<file path="src/rtl/ps2_pkg.sv">
// Shared PS/2 definitions: transmitter FSM states, frame length and the odd-parity helper.
// Also used by the host-side receiver and its bench.
package ps2_pkg;

   typedef enum logic [1:0] {
      IDLE = 2'd0,
      HIGH = 2'd1,
      LOW  = 2'd2,
      GAP  = 2'd3
   } ps2_state_t;

   localparam int PS2_FRAME_BITS = 11;

   // Odd parity: the data bits plus the parity bit always hold an odd number of ones.
   function automatic logic ps2_odd_parity(input logic [7:0] b);
      return ~^b;
   endfunction

endpackage

</file>
<file path="src/rtl/ps2_tx_fifo.sv">
// Synchronous byte FIFO. The head is read combinationally so the transmitter can
// load a frame without popping; the entry is popped only once its frame completes.
module ps2_tx_fifo #(
   parameter int DEPTH = 8,
   parameter int WIDTH = 8
) (
   input  logic                           clk,
   input  logic                           resetn,
   input  logic                           i_push,
   input  logic [WIDTH-1:0]               i_data,
   input  logic                           i_pop,
   output logic [WIDTH-1:0]               o_head,
   output logic [$clog2(DEPTH+1)-1:0]     o_count,
   output logic                           o_ready
);
   localparam int AW = $clog2(DEPTH);
   localparam int CW = $clog2(DEPTH + 1);

   logic [WIDTH-1:0] r_mem [DEPTH];
   logic [AW-1:0]    r_wr_ptr;
   logic [AW-1:0]    r_rd_ptr;
   logic [CW-1:0]    r_count;
   logic             w_push;
   logic             w_pop;

   assign o_ready = (r_count < CW'(DEPTH));
   assign w_push  = i_push & o_ready;
   assign w_pop   = i_pop & (r_count != '0);
   assign o_head  = r_mem[r_rd_ptr];
   assign o_count = r_count;

   // Pointers are exactly log2(DEPTH) bits wide, so they wrap on their own.
   always_ff @(posedge clk) begin
      if (!resetn) begin
         r_wr_ptr <= '0;
         r_rd_ptr <= '0;
         r_count  <= '0;
      end else begin
         if (w_push) r_wr_ptr <= r_wr_ptr + 1'b1;
         if (w_pop)  r_rd_ptr <= r_rd_ptr + 1'b1;
         if (w_push && !w_pop)      r_count <= r_count + 1'b1;
         else if (!w_push && w_pop) r_count <= r_count - 1'b1;
      end
   end

   always_ff @(posedge clk) begin
      if (w_push) r_mem[r_wr_ptr] <= i_data;
   end

endmodule

</file>
<file path="src/rtl/ps2_device_tx.sv">
// Device-side PS/2 transmitter: buffers scan-code bytes and serialises each as an
// 11-bit frame, generating ps2_clk itself. Host inhibit aborts an unfinished frame.
module ps2_device_tx
   import ps2_pkg::*;
#(
   parameter int CLK_DIV    = 50,
   parameter int GAP_DIV    = 100,
   parameter int FIFO_DEPTH = 8
) (
   input  logic                                clk,
   input  logic                                resetn,
   input  logic [7:0]                          in_data,
   input  logic                                in_valid,
   output logic                                in_ready,
   input  logic                                inhibit,
   output logic                                ps2_clk,
   output logic                                ps2_data,
   output logic                                busy,
   output logic [$clog2(FIFO_DEPTH+1)-1:0]     fifo_count
);
   localparam int DIV_MAX = (CLK_DIV > GAP_DIV) ? CLK_DIV : GAP_DIV;
   localparam int DW      = $clog2(DIV_MAX);
   localparam logic [DW-1:0] CLK_RELOAD = DW'(CLK_DIV - 1);
   localparam logic [DW-1:0] GAP_RELOAD = DW'(GAP_DIV - 1);
   localparam logic [3:0]    LAST_BIT   = 4'(PS2_FRAME_BITS - 1);

   ps2_state_t    r_state, w_state_next;
   logic [DW-1:0] r_div, w_div_next;
   logic [3:0]    r_bit_cnt, w_bit_cnt_next;
   logic [10:0]   r_shift, w_shift_next;
   logic          r_ps2_clk, r_ps2_data, r_busy;
   logic          w_pop;
   logic          w_abort;
   logic [7:0]    w_head;

   ps2_tx_fifo #(.DEPTH(FIFO_DEPTH), .WIDTH(8)) u_fifo (
      .clk     (clk),
      .resetn  (resetn),
      .i_push  (in_valid),
      .i_data  (in_data),
      .i_pop   (w_pop),
      .o_head  (w_head),
      .o_count (fifo_count),
      .o_ready (in_ready)
   );

   // Once the stop bit is on the wire the frame is allowed to finish.
   assign w_abort = inhibit && (r_bit_cnt != LAST_BIT);

   always_comb begin
      w_state_next   = r_state;
      w_div_next     = r_div;
      w_bit_cnt_next = r_bit_cnt;
      w_shift_next   = r_shift;
      w_pop          = 1'b0;
      case (r_state)
         IDLE: begin
            if (fifo_count != '0 && !inhibit) begin
               w_state_next   = HIGH;
               w_div_next     = CLK_RELOAD;
               w_bit_cnt_next = 4'd0;
               w_shift_next   = {1'b1, ps2_odd_parity(w_head), w_head, 1'b0};
            end
         end
         HIGH: begin
            if (w_abort) begin
               w_state_next = GAP;
               w_div_next   = GAP_RELOAD;
            end else if (r_div == '0) begin
               w_state_next = LOW;
               w_div_next   = CLK_RELOAD;
            end else begin
               w_div_next = r_div - 1'b1;
            end
         end
         LOW: begin
            if (w_abort) begin
               w_state_next = GAP;
               w_div_next   = GAP_RELOAD;
            end else if (r_div == '0) begin
               if (r_bit_cnt == LAST_BIT) begin
                  w_pop        = 1'b1;
                  w_state_next = GAP;
                  w_div_next   = GAP_RELOAD;
               end else begin
                  w_bit_cnt_next = r_bit_cnt + 4'd1;
                  w_shift_next   = {1'b1, r_shift[10:1]};
                  w_state_next   = HIGH;
                  w_div_next     = CLK_RELOAD;
               end
            end else begin
               w_div_next = r_div - 1'b1;
            end
         end
         GAP: begin
            if (r_div == '0) w_state_next = IDLE;
            else             w_div_next   = r_div - 1'b1;
         end
         default: w_state_next = IDLE;
      endcase
   end

   // Line outputs are registered from the next state so they change with it, glitch-free.
   always_ff @(posedge clk) begin
      if (!resetn) begin
         r_state    <= IDLE;
         r_div      <= '0;
         r_bit_cnt  <= 4'd0;
         r_shift    <= '1;
         r_ps2_clk  <= 1'b1;
         r_ps2_data <= 1'b1;
         r_busy     <= 1'b0;
      end else begin
         r_state    <= w_state_next;
         r_div      <= w_div_next;
         r_bit_cnt  <= w_bit_cnt_next;
         r_shift    <= w_shift_next;
         r_ps2_clk  <= (w_state_next != LOW);
         r_ps2_data <= (w_state_next == HIGH || w_state_next == LOW) ? w_shift_next[0] : 1'b1;
         r_busy     <= (w_state_next != IDLE);
      end
   end

   assign ps2_clk  = r_ps2_clk;
   assign ps2_data = r_ps2_data;
   assign busy     = r_busy;

endmodule

</file>
<file path="config.mk">
export PLATFORM = sky130hd
export DESIGN_NAME = ps2_device_tx
export DESIGN_NICKNAME = d
export VERILOG_FILES = /design/src/rtl/ps2_pkg.sv /design/src/rtl/ps2_tx_fifo.sv /design/src/rtl/ps2_device_tx.sv
export SDC_FILE = /design/constraint.sdc
export NUM_CORES = 1
export LEC_CHECK = 0
export ABC_CLOCK_PERIOD_IN_PS = 3990
export BUFFER_PORTS_ARGS = -buffer_cell sky130_fd_sc_hd__buf_4
export CORE_MARGIN = 3
export CORE_UTILIZATION = 50
export DETAILED_ROUTE_END_ITERATION = 8
export MAX_ROUTING_LAYER = met4
export PLACE_DENSITY = 0.72
export SETUP_SLACK_MARGIN = 0.02
export SLEW_MARGIN = 40
export SYNTH_ARGS = -nofsm -noshare
export SYNTH_HDL_FRONTEND = slang
export SYNTH_SLANG_ARGS = --single-unit
</file>
<file path="constraint.sdc">
create_clock -name clk -period 3.99 [get_ports clk]
set_input_delay 0.798 -clock clk [delete_from_list [all_inputs] [get_ports clk]]
set_output_delay 0.798 -clock clk [all_outputs]
set_load 0.02 [all_outputs]
</file>
==> impl_metrics.json <==
{
  "crit_required_ps": 4270,
  "critPathCaptureType": "flip-flop",
  "critPathKind": "reg2reg",
  "ys.flop_type": "edfxtp_1",
  "power.total_w": 0.002941,
  "hpwlAfterDp_mm": 4.887,
  "reg2reg_depth": 11,
  "ctsHoldBuffers": 0,
  "ys_warn_count": 0,
  "slew_violations": 0,
  "worst_pin_slew_ps": 772.3,
  "crit_chain": "or3_4, or3_4, or4_1, ha_1, inv_1, ha_1, a21o_1, a21oi_1, xnor2_1, or3_1, a21oi_1",
  "grt_pass1_vias": 2480,
  "met2_length_mm": 3.660,
  "routedWlPerCell_um": 16.39,
  "finalHoldViolations": 0,
  "synth_top_area_share": 0.4350,
  "syn_nets": 350,
  "grt_setup_unrepaired": "false",
  "relSlewSlack": 0.4804,
  "start_util": 0.5271,
  "ys_seq_area_frac": 0.6163,
  "htreeDepth": 3,
  "drv_cap": 0,
  "drive_above_1_share": 0.2011,
  "status": "completed",
  "placement.io_buffers": 19,
  "die_height_um": 100,
  "drtIter0Drc": 94,
  "vias": 2573,
  "yosysMostFrequentCell": "edfxtp_1",
  "dieArea_mm2": 0.01000,
  "avgSynthCellArea_um2": 13.51,
  "synthCells": 327,
  "yosys.area.top_type": "edfxtp_1",
  "coreArea_mm2": 0.008382,
  "synth_edf_count": 64,
  "min_path_type": "reg2reg",
  "cp-start-kind": "flip-flop",
  "vias_per_cell": 5.618,
  "grt_pass1_wl_mm": 12.56,
  "post_cts_resized": 0,
  "cp_data_arrival_time_ps": 3690,
  "fmax_ghz": 0.2934,
  "grt_max_degree": 21,
  "fin_setup_tns_ps": 0,
  "area_growth_pct": 10.59,
  "diodes": 0,
  "wl_mm": 7.505,
  "highest_layer": "met4",
  "fillers": 683,
  "gp_congestion": 0.8517,
  "nNetsFinal": 371,
  "setup-violations-final": 0,
  "num_rows": 33,
  "netlist_area_mm2": 0.004418,
  "clock_latency_ps": 360,
  "holdWs_ps": 454.9,
  "leakage_nw": 1.695,
  "clock-skew-final_ps": 13.89,
  "first_pass_iters": 5,
  "cts_setup_buffers": 0,
  "wl_met3_um": 278,
  "clock_path_buffers": 2,
  "drc": 0,
  "clockRootBuffer": "clkbuf_8",
  "io_pins": 20,
  "clk_pin_slew_worst_paths_ps": 100,
  "grtUsageTotal": 0.1674,
  "drt-met1-wl_mm": 3.484,
  "cellPowerDensity_mw_per_mm2": 601.9,
  "max-vdd-ir-drop_uv": 366.6,
  "synthTopCellsByCount": "edfxtp_1, dfxtp_1, nor2_1, nand2_1, mux4_2",
  "yosysUniqueCellTypes": 45,
  "antenna_found_initial": 0,
  "critPathMaxStageDelay_ps": 690,
  "tritoncts": "yes",
  "globalRouteOverflowTotal": 0,
  "ys_ff_latch": 104,
  "cts_made_buffers": 9,
  "cts.sinks": 104,
  "period_needed_ps": 3408,
  "finalCritPeriodShare": 0.8542,
  "async_flop_share": 0,
  "detail-route-antenna-nets": 0,
  "die_w_um": 100,
  "whs_path_depth": 1,
  "worst-path-max-fanout": 4,
  "slowest_stage": "or4_1",
  "synthTopCellsByArea": "edfxtp_1, dfxtp_1, mux4_2"
}
[layout by cell type, fill, tap and decap left out, drive strengths merged, types with 5 or more instances in the layout]
master,instances
a21oi,12
a221o,9
buf,29
clkbuf,9
dfxtp,40
edfxtp,64
ha,10
inv,13
mux2i,10
mux4,16
nand2,22
nor2,28
nor3,5
nor3b,5
nor4,5
o21ai,14
or3,5
xnor2,13
xor2,9
[critical path: cells and delay by family, from the launching register on]
kind	cells	cell delay, ps
and+or+nand+nor	4	1780
AOI/OAI and AO/OA	3	490
buffers and inverters	1	120
DFF	1	340
adders and majority gates	2	530
xor gates and xnor gates	1	90
[registers in the layout (all words and copies together), names as in the netlist, named ones only]
name	count
busy	1
u_fifo.r_mem	64
u_fifo.r_rd_ptr	3
u_fifo.r_wr_ptr	3
u_fifo.o_count	4
r_state	2
ps2_clk	1
r_div	7
r_shift	11
ps2_data	1
r_bit_cnt	4
[metrics by stage]
stage,worst slack (ps),instances,utilization,cell area (µm²)
4_1_cts,577.6,458,0.5819,4877
6_report,581.7,458,0.5829,4886
5_1_grt,420.7,458,0.5829,4886
3_3_place_gp,665.5,442,0.5601,4695
2_1_floorplan,817.6,327,-,4418
3_5_place_dp,602.8,442,0.5601,4695
[cell families (layout without fill, tap and decap cells)]
group	Yosys count	count (layout)	share of synthesized area
adder cells (fa/ha/maj)	11	11	0.03285
AO/OA/AOI/OAI	51	51	0.07760
multiplexers	27	27	0.1068
buffers and inverters	28	54	0.02662
flip-flops	104	104	0.6163
XOR/XNOR	22	22	0.04361
AND/OR/NAND/NOR	84	84	0.09629
[layout make-up]
type                    count  area [µm²]  share of cell area
clock buffers               9       123.9             0.02535
clock inverters             7       58.81             0.01204
inverters                   9       33.78            0.006914
multi-input cells         195        1598              0.3270
well taps                 105       131.4             0.02689
flip-flops and latches    104        2723              0.5572
repair buffers             29       217.7             0.04456
[path summary, 6_finish.rpt]
check                   start  slack, ps           endpoint
setup / recovery     r_div[4]        580  u_fifo.o_count[3]
hold / removal    r_shift[10]        450        r_shift[10]
setup reg to reg     r_div[4]        580  u_fifo.o_count[3]
hold reg to reg   r_shift[10]        450        r_shift[10]
[report_power, final]
group | internal [W] | switching, W | total [W]
combinational | 0.000423 | 0.000518 | 0.000941
sequential | 0.00129 | 0.0000919 | 0.00139
clock | 0.000239 | 0.000375 | 0.000615
total | 0.00196 | 0.000985 | 0.00294
[routing by layer]
metal  track usage  up-vias
li1              -     1263
met4       0.04352        0
met3       0.03753        9
met5             -        -
met2        0.2612       45
met1        0.2250     1256
Power figures use the tool's default switching activity.
